File: src/rtl/inst_loader.sv
// -----------------------------------------------------------------------------
// inst_loader
//
// Boot-time program loader. Receives a byte stream over a valid/ready
// handshake, assembles little-endian 32-bit instruction words and writes them
// to consecutive word addresses of the instruction RAM, starting at 0. The
// core is held in reset until the declared number of words has been written.
//
// Stream format: 16-bit length N (low byte first), then N words of 4 bytes,
// least-significant byte first.
//
// Parameters:
//   ADDR_W     word-address width of the instruction RAM
//   MAX_WORDS  largest accepted program length in words (<= 2**ADDR_W)
//
// Ports:
//   clk         system clock, rising edge
//   reset       synchronous, active-high reset
//   start       single-cycle load request (honoured in IDLE, DONE, ERR)
//   byte_valid  byte_data is valid this cycle
//   byte_data   incoming stream byte
//   byte_ready  loader accepts a byte this cycle (LEN0, LEN1, DATA)
//   mem_we      instruction RAM write enable, one cycle per word
//   mem_addr    byte address of the word being written
//   mem_wdata   assembled instruction word
//   cpu_hold    holds the core in reset; low only after a successful load
//   busy        a load is in progress
//   done        the load completed successfully
//   error       the declared length exceeded MAX_WORDS
//   word_count  words written in the current or last load
// -----------------------------------------------------------------------------
module inst_loader #(
  parameter int ADDR_W    = 10,
  parameter int MAX_WORDS = 1024
) (
  input  logic              clk,
  input  logic              reset,
  input  logic              start,
  input  logic              byte_valid,
  input  logic [7:0]        byte_data,
  output logic              byte_ready,
  output logic              mem_we,
  output logic [31:0]       mem_addr,
  output logic [31:0]       mem_wdata,
  output logic              cpu_hold,
  output logic              busy,
  output logic              done,
  output logic              error,
  output logic [ADDR_W:0]   word_count
);

  typedef enum logic [2:0] {
    S_IDLE,
    S_LEN0,
    S_LEN1,
    S_DATA,
    S_WRITE,
    S_DONE,
    S_ERR
  } state_e;

  localparam logic [15:0] MAX_LEN = 16'(MAX_WORDS);

  state_e            state_q;
  logic [15:0]       len_q;
  logic [1:0]        byte_idx_q;
  logic [31:0]       word_q;
  logic [ADDR_W:0]   word_count_q;

  logic              take;
  logic [15:0]       len_d;
  logic [ADDR_W:0]   word_count_d;

  // A byte moves only in the byte-accepting states; byte_ready depends on
  // state alone, so there is no input-to-output combinational path.
  assign byte_ready   = (state_q == S_LEN0) || (state_q == S_LEN1) || (state_q == S_DATA);
  assign take         = byte_valid && byte_ready;
  // Full length as it will be once the high byte in LEN1 is captured.
  assign len_d        = {byte_data, len_q[7:0]};
  assign word_count_d = word_count_q + 1'b1;

  // All outputs are decoded from registered state.
  assign mem_we     = (state_q == S_WRITE);
  assign mem_addr   = 32'({word_count_q, 2'b00});
  assign mem_wdata  = word_q;
  assign cpu_hold   = (state_q != S_DONE);
  assign busy       = (state_q == S_LEN0) || (state_q == S_LEN1) ||
                      (state_q == S_DATA) || (state_q == S_WRITE);
  assign done       = (state_q == S_DONE);
  assign error      = (state_q == S_ERR);
  assign word_count = word_count_q;

  // NOTE: sequential state uses non-blocking assignments so every register
  // samples the pre-edge values of the others, independent of statement order.
  always_ff @(posedge clk) begin
    if (reset) begin
      state_q      <= S_IDLE;
      len_q        <= '0;
      byte_idx_q   <= '0;
      word_q       <= '0;
      word_count_q <= '0;
    end else begin
      unique case (state_q)
        S_IDLE, S_DONE, S_ERR: begin
          if (start) begin
            state_q      <= S_LEN0;
            byte_idx_q   <= '0;
            word_count_q <= '0;
          end
        end

        S_LEN0: begin
          if (take) begin
            len_q[7:0] <= byte_data;
            state_q    <= S_LEN1;
          end
        end

        S_LEN1: begin
          if (take) begin
            len_q[15:8] <= byte_data;
            if (len_d == 16'd0)        state_q <= S_DONE;
            else if (len_d > MAX_LEN)  state_q <= S_ERR;
            else                       state_q <= S_DATA;
          end
        end

        S_DATA: begin
          if (take) begin
            word_q[{byte_idx_q, 3'b000} +: 8] <= byte_data;
            byte_idx_q <= byte_idx_q + 2'd1;
            if (byte_idx_q == 2'd3) state_q <= S_WRITE;
          end
        end

        S_WRITE: begin
          // The write happens during this cycle; the count advances after it.
          word_count_q <= word_count_d;
          if (16'(word_count_d) == len_q) state_q <= S_DONE;
          else                            state_q <= S_DATA;
        end

        default: state_q <= S_IDLE;
      endcase
    end
  end

endmodule
File: config.mk
export PLATFORM = sky130hd
export DESIGN_NAME = inst_loader
export DESIGN_NICKNAME = d
export VERILOG_FILES = /design/src/rtl/inst_loader.sv
export SDC_FILE = /design/constraint.sdc
export NUM_CORES = 1
export LEC_CHECK = 0
export BUFFER_PORTS_ARGS = -buffer_cell sky130_fd_sc_hd__buf_2
export CAP_MARGIN = 40
export CORE_MARGIN = 3
export CORE_UTILIZATION = 55
export DETAILED_ROUTE_END_ITERATION = 8
export PLACE_DENSITY = 0.9
export SYNTH_ARGS = -nofsm -noshare
export SYNTH_HDL_FRONTEND = slang
export SYNTH_SLANG_ARGS = --single-unit
export TNS_END_PERCENT = 5
File: constraint.sdc
create_clock -name clk -period 7 [get_ports clk]
set_clock_uncertainty 0.15 [all_clocks]
set_input_delay 0.35 -clock clk [delete_from_list [all_inputs] [get_ports clk]]
set_output_delay 0.35 -clock clk [all_outputs]
set_load 0.02 [all_outputs]
==> results of run 1 <==
layout make-up:
type	count	area (µm²)
Inverter	7	26.3
Multi-Input combinational cell	310	1800
Fill cell	451	1900
Sequential cell	64	1280
Timing Repair Buffer	74	390
Clock inverter	5	80.1
Clock buffer	11	141
Tap cell	72	90.1
metrics by stage:
| step | setup slack [ps] | util | power [µW] | instances |
|---|---|---|---|---|
| finish | 4360 | 0.667 | 981 | 543 |
| global route | 4250 | 0.667 | 1030 | 543 |
| CTS | 4390 | 0.667 | 981 | 543 |
| detailed placement | 4560 | 0.628 | 626 | 527 |
| global placement | 4670 | 0.622 | 616 | 524 |
| floorplan | 4640 | - | 584 | 437 |
metal layers:
layer / track usage / vias to the layer above / part of all wire
met1: 0.310 / 1434 / 0.43
met4: 0.0863 / 0 / 0.023
li1: - / 1479 / -
met2: 0.372 / 127 / 0.48
met5: 0 / - / 0
met3: 0.0622 / 15 / 0.070
cells in the mapped netlist, drive strengths merged (2+ instances only):
master   n  area, µm²
nand2   50        188
nor4b    4       35.0
nor2    39        146
a31oi    2       12.5
inv      7       26.3
nor3     7       45.0
nand3   36        180
nand3b   2       15.0
buf     34        250
dfxtp   64       1280
and3     4       25.0
nor2b    3       18.8
or3      4       25.0
a22oi    2       15.0
nand4    3       18.8
nor4     4       31.3
nor3b    3       22.5
ha       6       75.1
and4     2       20.0
and2     4       25.0
o21ai   11       55.1
xnor2   14        123
clkbuf  22       82.6
mux2i   17        170
or4      2       18.8
xor2     4       35.0
o31a     2       17.5
a21oi   52        260
logic make-up after synthesis:
group	after synthesis	share of synthesized area
other	1	0.00112
muxes	18	0.0541
DFF	64	0.382
and+or+nand+nor	170	0.252
AOI/OAI and AO/OA	77	0.134
xor gates and xnor gates	18	0.0470
buffers and inverters	63	0.107
adders and majority gates	6	0.0224
power by group through the flow:
stage | Sequential (µW) | Clock, µW | Combinational, µW
3_5_place_dp | 419 | 0 | 207
6_report | 413 | 357 | 211
4_1_cts | 412 | 359 | 210
3_3_place_gp | 418 | 0 | 198
2_1_floorplan | 405 | 0 | 180
5_1_grt | 416 | 378 | 232
state kept, by name, summed over array words and instances, names as in the netlist:
name / cells
mem_wdata: 32
len_q: 16
word_count: 11
state_q: 3
byte_idx_q: 2
final timing paths:
kind / startpoint / endpoint / slack, ps / cells after the start
worst max-delay path: state_q[0]$_SDFFE_PP0P_ / mem_we / 4360 / 4
worst min-delay path: byte_data[4] / mem_wdata[20]$_SDFFE_PP0P_ / 190 / 3
worst max register to register: word_count[0]$_SDFFE_PP0P_ / state_q[1]$_SDFFE_PP0P_ / 4510 / 7
worst min register to register: mem_wdata[12]$_SDFFE_PP0P_ / mem_wdata[12]$_SDFFE_PP0P_ / 300 / 2
cell usage in the layout (no fill, tap or decap), types with 2 or more instances in the layout:
cell and count:
a21oi_1 52, a22oi_1 2, a31oi_1 2, and2_1 4
and3_1 4, buf_2 71, buf_4 2, bufinv_16 2
clkbuf_8 10, clkinvlp_4 2, conb_1 21, dfxtp_1 64
ha_1 6, inv_1 7, mux2i_1 17, nand2_1 50
nand3_1 36, nand3b_1 2, nand4_1 3, nor2_1 39
nor2b_1 3, nor3_1 5, nor3_2 2, nor3b_1 3
nor4_1 3, nor4b_1 2, nor4b_2 2, o21ai_0 11
o31a_1 2, or3_1 4, xnor2_1 14, xor2_1 4
critical path, delay by kind of cell, from the launching register on:
family	cells	cell delay, ps
buf+inv	2	460
flops	1	480
simple gates	2	840
==> results.json, run 1 <==
{
  "status": "finished clean",
  "initial_core_util": 0.587,
  "gp_congestion": 0.881,
  "rows": 27,
  "fin_crit_ps": 2640,
  "place_area_um2": 3590,
  "pwr-share-seq": 0.421,
  "drt_wl_total_um": 8120,
  "fp.dieH_um": 84.1,
  "vdd_drop_max_uv": 208,
  "antenna_found_initial": 0,
  "cts_tree": "done",
  "drt-wirelength-per-cell_um": 15.0,
  "holdWs_ps": 193,
  "finalHoldViolations": 0,
  "timing.slew.headroom": 0.411,
  "synthCells": 417,
  "track_usage": 0.236,
  "ctsLongestPathBuffers": 2,
  "dp_hpwl_um": 5550,
  "rsz0062_at_grt": "false",
  "crit_required_ps": 6500,
  "cts-root-buf": "clkbuf_8",
  "cts-htree-levels": 3,
  "avgViaCountPerCell": 5.63,
  "swShare": 0.312,
  "ctsHoldBuffers": 0,
  "crit_fanout": 18,
  "drv_cap": 0,
  "design_area_um2": 3810,
  "num_io_pins": 93,
  "fin_crit_sh": 0.377,
  "route.vias.total": 3055,
  "synth_warnings": 0,
  "powerDensity_nw_per_um2": 258,
  "drv_slew": 0,
  "max_clock_freq_mhz": 379,
  "switchingPower_uw": 306,
  "p_int_uw": 675,
  "synth_area_um2": 3350,
  "syn_area_per_cell_um2": 8.04,
  "overflow": 0,
  "critical_path_class": "reg -> out",
  "crit_arrival_ps": 2140,
  "cts_resized": 0,
  "ys_types": 46,
  "slowest_delay_ps": 480,
  "hold_path_class": "in -> reg",
  "drive_above_1_share": 0.210,
  "grt_pass1_vias": 2771,
  "finalSetupTns_ps": 0,
  "ys.flop_type": "dfxtp_1",
  "cts.clk_slew.worst_paths_ps": 70,
  "core_region_area_um2": 5710,
  "crit_chain": "nor2_1 -> nand2_1 -> inv_1 -> buf_2",
  "port_buffers": 71,
  "grt_first_pass_wirelength_um": 13600,
  "setup_viol": 0,
  "drt.antenna.violating_nets": 0,
  "postSynth.asyncResetShare": 0,
  "synth-edff-count": 0,
  "clk_latency_ps": 350,
  "diodes": 0,
  "cp-start-kind": "register",
  "nNetsFinal": 484,
  "ys_ff_latch": 64,
  "postCtsSetupBuffers": 0,
  "first_iter_violations": 262,
  "grt_max_degree": 55,
  "cp-end-kind": "primary output",
  "cts_buffers": 9,
  "die-area_um2": 7060,
  "tightest_slew_ps": 882,
  "crit_slowest_cell": "dfxtp_1",
  "synth-seq-area-share": 0.382,
  "die_w_um": 84.1,
  "p_leak_uw": 0.00158,
  "combPwrFrac": 0.215,
  "drtPass1Iterations": 4,
  "drc_errors": 0,
  "syn_to_final_growth_pct": 13.6,
  "cts_sinks": 64,
  "power_frac_clock": 0.364
}
No activity file was read; power rests on OpenSTA's default activity.
==> run 2, diff against run 1 <==
Settings changed: CORE_UTILIZATION 55 to 47, PLACE_DENSITY 0.9 to 0.83.
Clock period 7 ns to 2.2 ns, I/O delays scaled along.
==> run 2 against run 1 <==
Net effect:
- setup slack worse by 4300 ps
- combinational power rose to 3.7 times the previous value
- sequential share of layout area down 1.8 points
- critical path depth up 2
- sequential power rose to 3.1 times the previous value
- clock power rose to 2.9 times the previous value
- critical path type is now reg -> reg
- largest cell class unchanged
- highest routed layer unchanged
==> results.json, run 2 (same netlist as run 1, synthesis figures left out) <==
{
  "setup_viol": 0,
  "post-route-util": 0.591,
  "status": "finished clean",
  "crit_arrival_ps": 2230,
  "cts.clk_slew.worst_paths_ps": 80,
  "cts_buffers": 9,
  "finalSetupTns_ps": 0,
  "gp_congestion": 0.893,
  "first_iter_violations": 156,
  "vdd_drop_max_uv": 724,
  "layout.cells.most_common": "buf_2",
  "cts_sinks": 64,
  "overflow": 0,
  "avgViaCountPerCell": 5.44,
  "critical_path_class": "reg -> reg",
  "diodes": 0,
  "drv_slew": 0,
  "pre_cts_ws_ps": -23.6,
  "cts-htree-levels": 3,
  "drt_wl_total_um": 8890,
  "die-area_um2": 8180,
  "fin_cells": 592,
  "post-place-cells": 571,
  "clk_latency_ps": 350,
  "drtPass1Iterations": 5,
  "rsz0062_at_grt": "true",
  "grt_pass1_vias": 3038,
  "fin_crit_ps": 2150,
  "drc_errors": 0,
  "die_w_um": 90.4,
  "core_region_area_um2": 6870,
  "finalHoldViolations": 0,
  "drive_above_1_share": 0.266,
  "postCtsSetupBuffers": 0,
  "antenna_found_initial": 0,
  "track_usage": 0.217,
  "dp_hpwl_um": 6300,
  "ctsLongestPathBuffers": 2,
  "cp-end-kind": "register",
  "largest_register_ffs": 32,
  "grt_max_degree": 30,
  "grt_first_pass_wirelength_um": 14600,
  "max_clock_freq_mhz": 466,
  "nNetsFinal": 509,
  "port_buffers": 71,
  "fin_crit_sh": 0.976,
  "drt-wirelength-per-cell_um": 15.0,
  "hold_path_class": "in -> reg",
  "syn_to_final_growth_pct": 21.2,
  "drv_cap": 0,
  "fin_total_pwr_uw": 3120,
  "drt.antenna.violating_nets": 0,
  "num_io_pins": 93,
  "powerDensity_nw_per_um2": 768,
  "initial_core_util": 0.488,
  "p_leak_uw": 0.00171,
  "fp.dieH_um": 90.4,
  "rows": 30,
  "cts-root-buf": "clkbuf_8",
  "route.vias.total": 3220,
  "crit_fanout": 2,
  "cts_tree": "done",
  "fin_ws_ps": 53.9,
  "final_cell_mix": "71 x buf_2, 59 x dfxtp_1, 52 x a21oi_1",
  "crit_required_ps": 2290,
  "cp-start-kind": "register"
}
-- run 2: cell count changes in the layout (fill, tap and decap cells not counted), moves of 2 or more --
| cell | before | now |
|---|---|---|
| dfxtp_4 | 0 | 3 |
| dfxtp_1 | 64 | 59 |
| dlygate4sd3_1 | 0 | 5 |
| buf_4 | 2 | 23 |
| dfxtp_2 | 0 | 2 |
| inv_6 | 0 | 2 |
-- run 2: final cells by class --
class / count / area [µm²]
Clock buffer: 9 / 124
Clock inverter: 7 / 78.8
Fill cell: 621 / 2810
Inverter: 7 / 26.3
Multi-Input combinational cell: 310 / 1840
Sequential cell: 64 / 1290
Tap cell: 96 / 120
Timing Repair Buffer: 99 / 578
-- run 2: metal layers --
metal	wire length, µm	up-vias	GRT usage
met4	200	0	0.0931
met1	3740	1495	0.275
li1	-	1538	-
met5	0	-	0
met3	737	24	0.0617
met2	4210	163	0.344
-- run 2: report_power, final --
part / internal (µW) / switching, µW / leakage (µW)
logic: 324 / 458 / 0.00110
registers: 1210 / 80.3 / 0.000520
clock network: 532 / 513 / 0.0000925
-- run 2: worst max-delay path, stage by stage, from the launching register on --
cell	delay [ps]
dfxtp_1	320
or4_4	540
nor4_4	280
o311ai_2	160
a2111oi_4	230
a31oi_1	130
o31a_1	240
-- run 2: what timing repair did --
item	4_1_cts	5_1_grt
endpoints found under the setup margin	2	34
resized for setup	2	10
hold buffers	5	0
pin swaps	1	1
endpoints found under the hold margin	24	0
cloned	0	0
-- run 2: worst paths after layout --
| path | depth (start not counted) | slack, ps | end | startpoint |
|---|---|---|---|---|
| max | 6 | 50 | state_q[1]$_SDFFE_PP0P_ | len_q[11]$_SDFFE_PP0P_ |
| min reg2reg | 2 | 300 | mem_wdata[8]$_SDFFE_PP0P_ | mem_wdata[8]$_SDFFE_PP0P_ |
| max reg2reg | 6 | 50 | state_q[1]$_SDFFE_PP0P_ | len_q[11]$_SDFFE_PP0P_ |
| min | 4 | 40 | mem_wdata[8]$_SDFFE_PP0P_ | byte_data[0] |
-- run 2: stage by stage --
stage	area, µm²	hold slack (ps)
3_5_place_dp	3760	291
5_1_grt	4060	38.3
6_report	4060	42.2
2_1_floorplan	3430	98.7
4_1_cts	4020	27.9
3_3_place_gp	3760	287
==> run 3, diff against run 2 <==
Settings changed: SETUP_SLACK_MARGIN set to 0.2.
==> run 3 against run 2 <==
Net effect:
- sequential power barely moved
- highest routed layer unchanged
- critical endpoint unchanged
- sequential share of layout area shrank 0.18 points
- largest cell class unchanged
- combinational power grew 8.1%
- power fell by 3.0%
- final cell count shrank 0.17%
- critical path type unchanged
- via count decreased by 0.28%
- global-route usage hardly changed
- register-to-register slack better by 90 ps
- core utilization grew 0.33 points
- clock power is 13% lower
==> results.json, run 3 (same netlist as run 1, synthesis figures left out) <==
{
  "status": "finished clean",
  "min_from": "byte_data[0]",
  "num_io_pins": 93,
  "drv_slew": 0,
  "p_leak_uw": 0.00170,
  "gp_congestion": 0.954,
  "fin_ws_ps": 144,
  "max_clock_freq_mhz": 486,
  "grt_util_met3": 0.0392,
  "crit_chain": "ha_4 -> xor2_1 -> nor4_4 -> o311ai_2 -> a2111oi_4 -> a31oi_1 -> o31a_1",
  "drc_errors": 0,
  "design_area_um2": 4080,
  "finalSetupTns_ps": 0,
  "grt_first_pass_wirelength_um": 14500,
  "dp_hpwl_um": 6210,
  "crit_family": "compound AO/OA/AOI/OAI gates",
  "tightest_slew_ps": 640,
  "drt_wl_total_um": 9000,
  "slowest_delay_ps": 370,
  "fin_total_pwr_uw": 3020,
  "drt.antenna.violating_nets": 0,
  "rrSetupSlack_ps": 140,
  "crit_slowest_cell": "dfxtp_4",
  "first_iter_violations": 289,
  "cts-htree-levels": 3,
  "drt-wirelength-per-cell_um": 15.2,
  "powerDensity_nw_per_um2": 740,
  "fp.dieH_um": 90.4,
  "layout.cells.most_common": "buf_2",
  "grt_pass1_vias": 2996,
  "place_area_um2": 3810,
  "diodes": 0,
  "worstHoldPathCells": 4,
  "drive_above_1_share": 0.263,
  "cts_buffers": 9,
  "hold_path_class": "in -> reg",
  "cp-end-kind": "register",
  "setup_viol": 0,
  "crit_fanout": 6,
  "rsz0062_at_grt": "true",
  "timing.slew.headroom": 0.573,
  "syn_to_final_growth_pct": 21.9,
  "pre_cts_ws_ps": 172,
  "fin_crit_ps": 2060,
  "use_met1": 0.284,
  "critical_path_class": "reg -> reg",
  "cts.clk_slew.worst_paths_ps": 80,
  "ctsLongestPathBuffers": 2,
  "rows": 30,
  "fin_crit_sh": 0.935,
  "grt_max_degree": 37,
  "final_cell_mix": "71 x buf_2, 59 x dfxtp_1, 52 x a21oi_1",
  "route.vias.total": 3211,
  "overflow": 0,
  "port_buffers": 71,
  "initial_core_util": 0.488,
  "nNetsFinal": 508,
  "die-area_um2": 8180,
  "cts_tree": "done",
  "largest_register_ffs": 32,
  "busiest_layer": "met2",
  "holdWs_ps": 75.8,
  "min_to": "len_q[8]$_SDFFE_PP0P_",
  "reg2reg_depth": 7,
  "r2r_start": "word_count[1]$_SDFFE_PP0P_",
  "cts-root-buf": "clkbuf_8",
  "cp-start-kind": "register",
  "crit_arrival_ps": 2140,
  "r2r_end": "state_q[1]$_SDFFE_PP0P_",
  "cts_sinks": 64,
  "die_w_um": 90.4,
  "drtPass1Iterations": 5,
  "track_usage": 0.217,
  "clk_latency_ps": 340,
  "critical_path_buf_inv_count": 0,
  "avgViaCountPerCell": 5.43,
  "crit_required_ps": 2280,
  "vdd_drop_max_uv": 431,
  "core_region_area_um2": 6870,
  "antenna_found_initial": 0,
  "met2_usage": 0.356,
  "drv_cap": 0,
  "finalHoldViolations": 0
}
run 3: cell count changes in the layout (fill, tap and decap cells not counted), moves of 2 or more:
cell and change:
buf_4 -5, clkinv_2 +2, dlygate4sd3_1 +3, inv_6 -2
nor4_1 -2, nor4_2 +2
run 3: worst max path at each step:
stage,start,endpoint,slack (ps),cells after the start
final,word_count[1]$_SDFFE_PP0P_,state_q[1]$_SDFFE_PP0P_,140,7
after global routing,word_count[0]$_SDFFE_PP0P_,state_q[1]$_SDFFE_PP0P_,30,7
after CTS,word_count[1]$_SDFFE_PP0P_,state_q[1]$_SDFFE_PP0P_,150,7
after detailed placement,word_count[0]$_SDFFE_PP0P_,state_q[1]$_SDFFE_PP0P_,170,7
after global placement,len_q[11]$_SDFFE_PP0P_,state_q[1]$_SDFFE_PP0P_,180,6
after floorplan,word_count[0]$_SDFFE_PP0P_,state_q[1]$_SDFFE_PP0P_,180,8
run 3: tightest hold or removal path: stages:
cell,delay (ps)
buf_2,110
buf_4,160
mux2i_1,80
nor2_1,70
run 3: area by class of cell:
| cell class | instances | area, µm² |
|---|---|---|
| inverter | 7 | 26.3 |
| fill | 603 | 2790 |
| multi-input combinational | 310 | 1880 |
| clock buffer | 11 | 141 |
| tap | 96 | 120 |
| sequential | 64 | 1290 |
| clock inverter | 5 | 32.5 |
| timing repair buffer | 98 | 591 |
run 3: through the flow:
step | util | std cells
6_report | 0.595 | 591
5_1_grt | 0.595 | 591
3_5_place_dp | 0.554 | 567
4_1_cts | 0.591 | 591
3_3_place_gp | 0.554 | 567
2_1_floorplan | - | 437
run 3: report_power, final:
group | leakage (µW) | internal [µW] | switching [µW]
clock network | 0.0000813 | 436 | 469
logic | 0.00110 | 349 | 495
registers | 0.000520 | 1210 | 62.4
total | 0.00170 | 2000 | 1030
run 3: repair_timing:
action / 4_1_cts / 5_1_grt
buffers inserted: 0 / 0
gates resized for setup: 1 / 5
pin swaps: 2 / 0
endpoints found under the setup margin: 1 / 29
hold endpoints to repair: 18 / 0
hold buffers: 8 / 0
run 3: layer usage:
layer	wire, µm	vias to the layer above
met5	0	-
met2	4290	172
met4	190	0
met1	3770	1482
li1	-	1533
met3	745	24
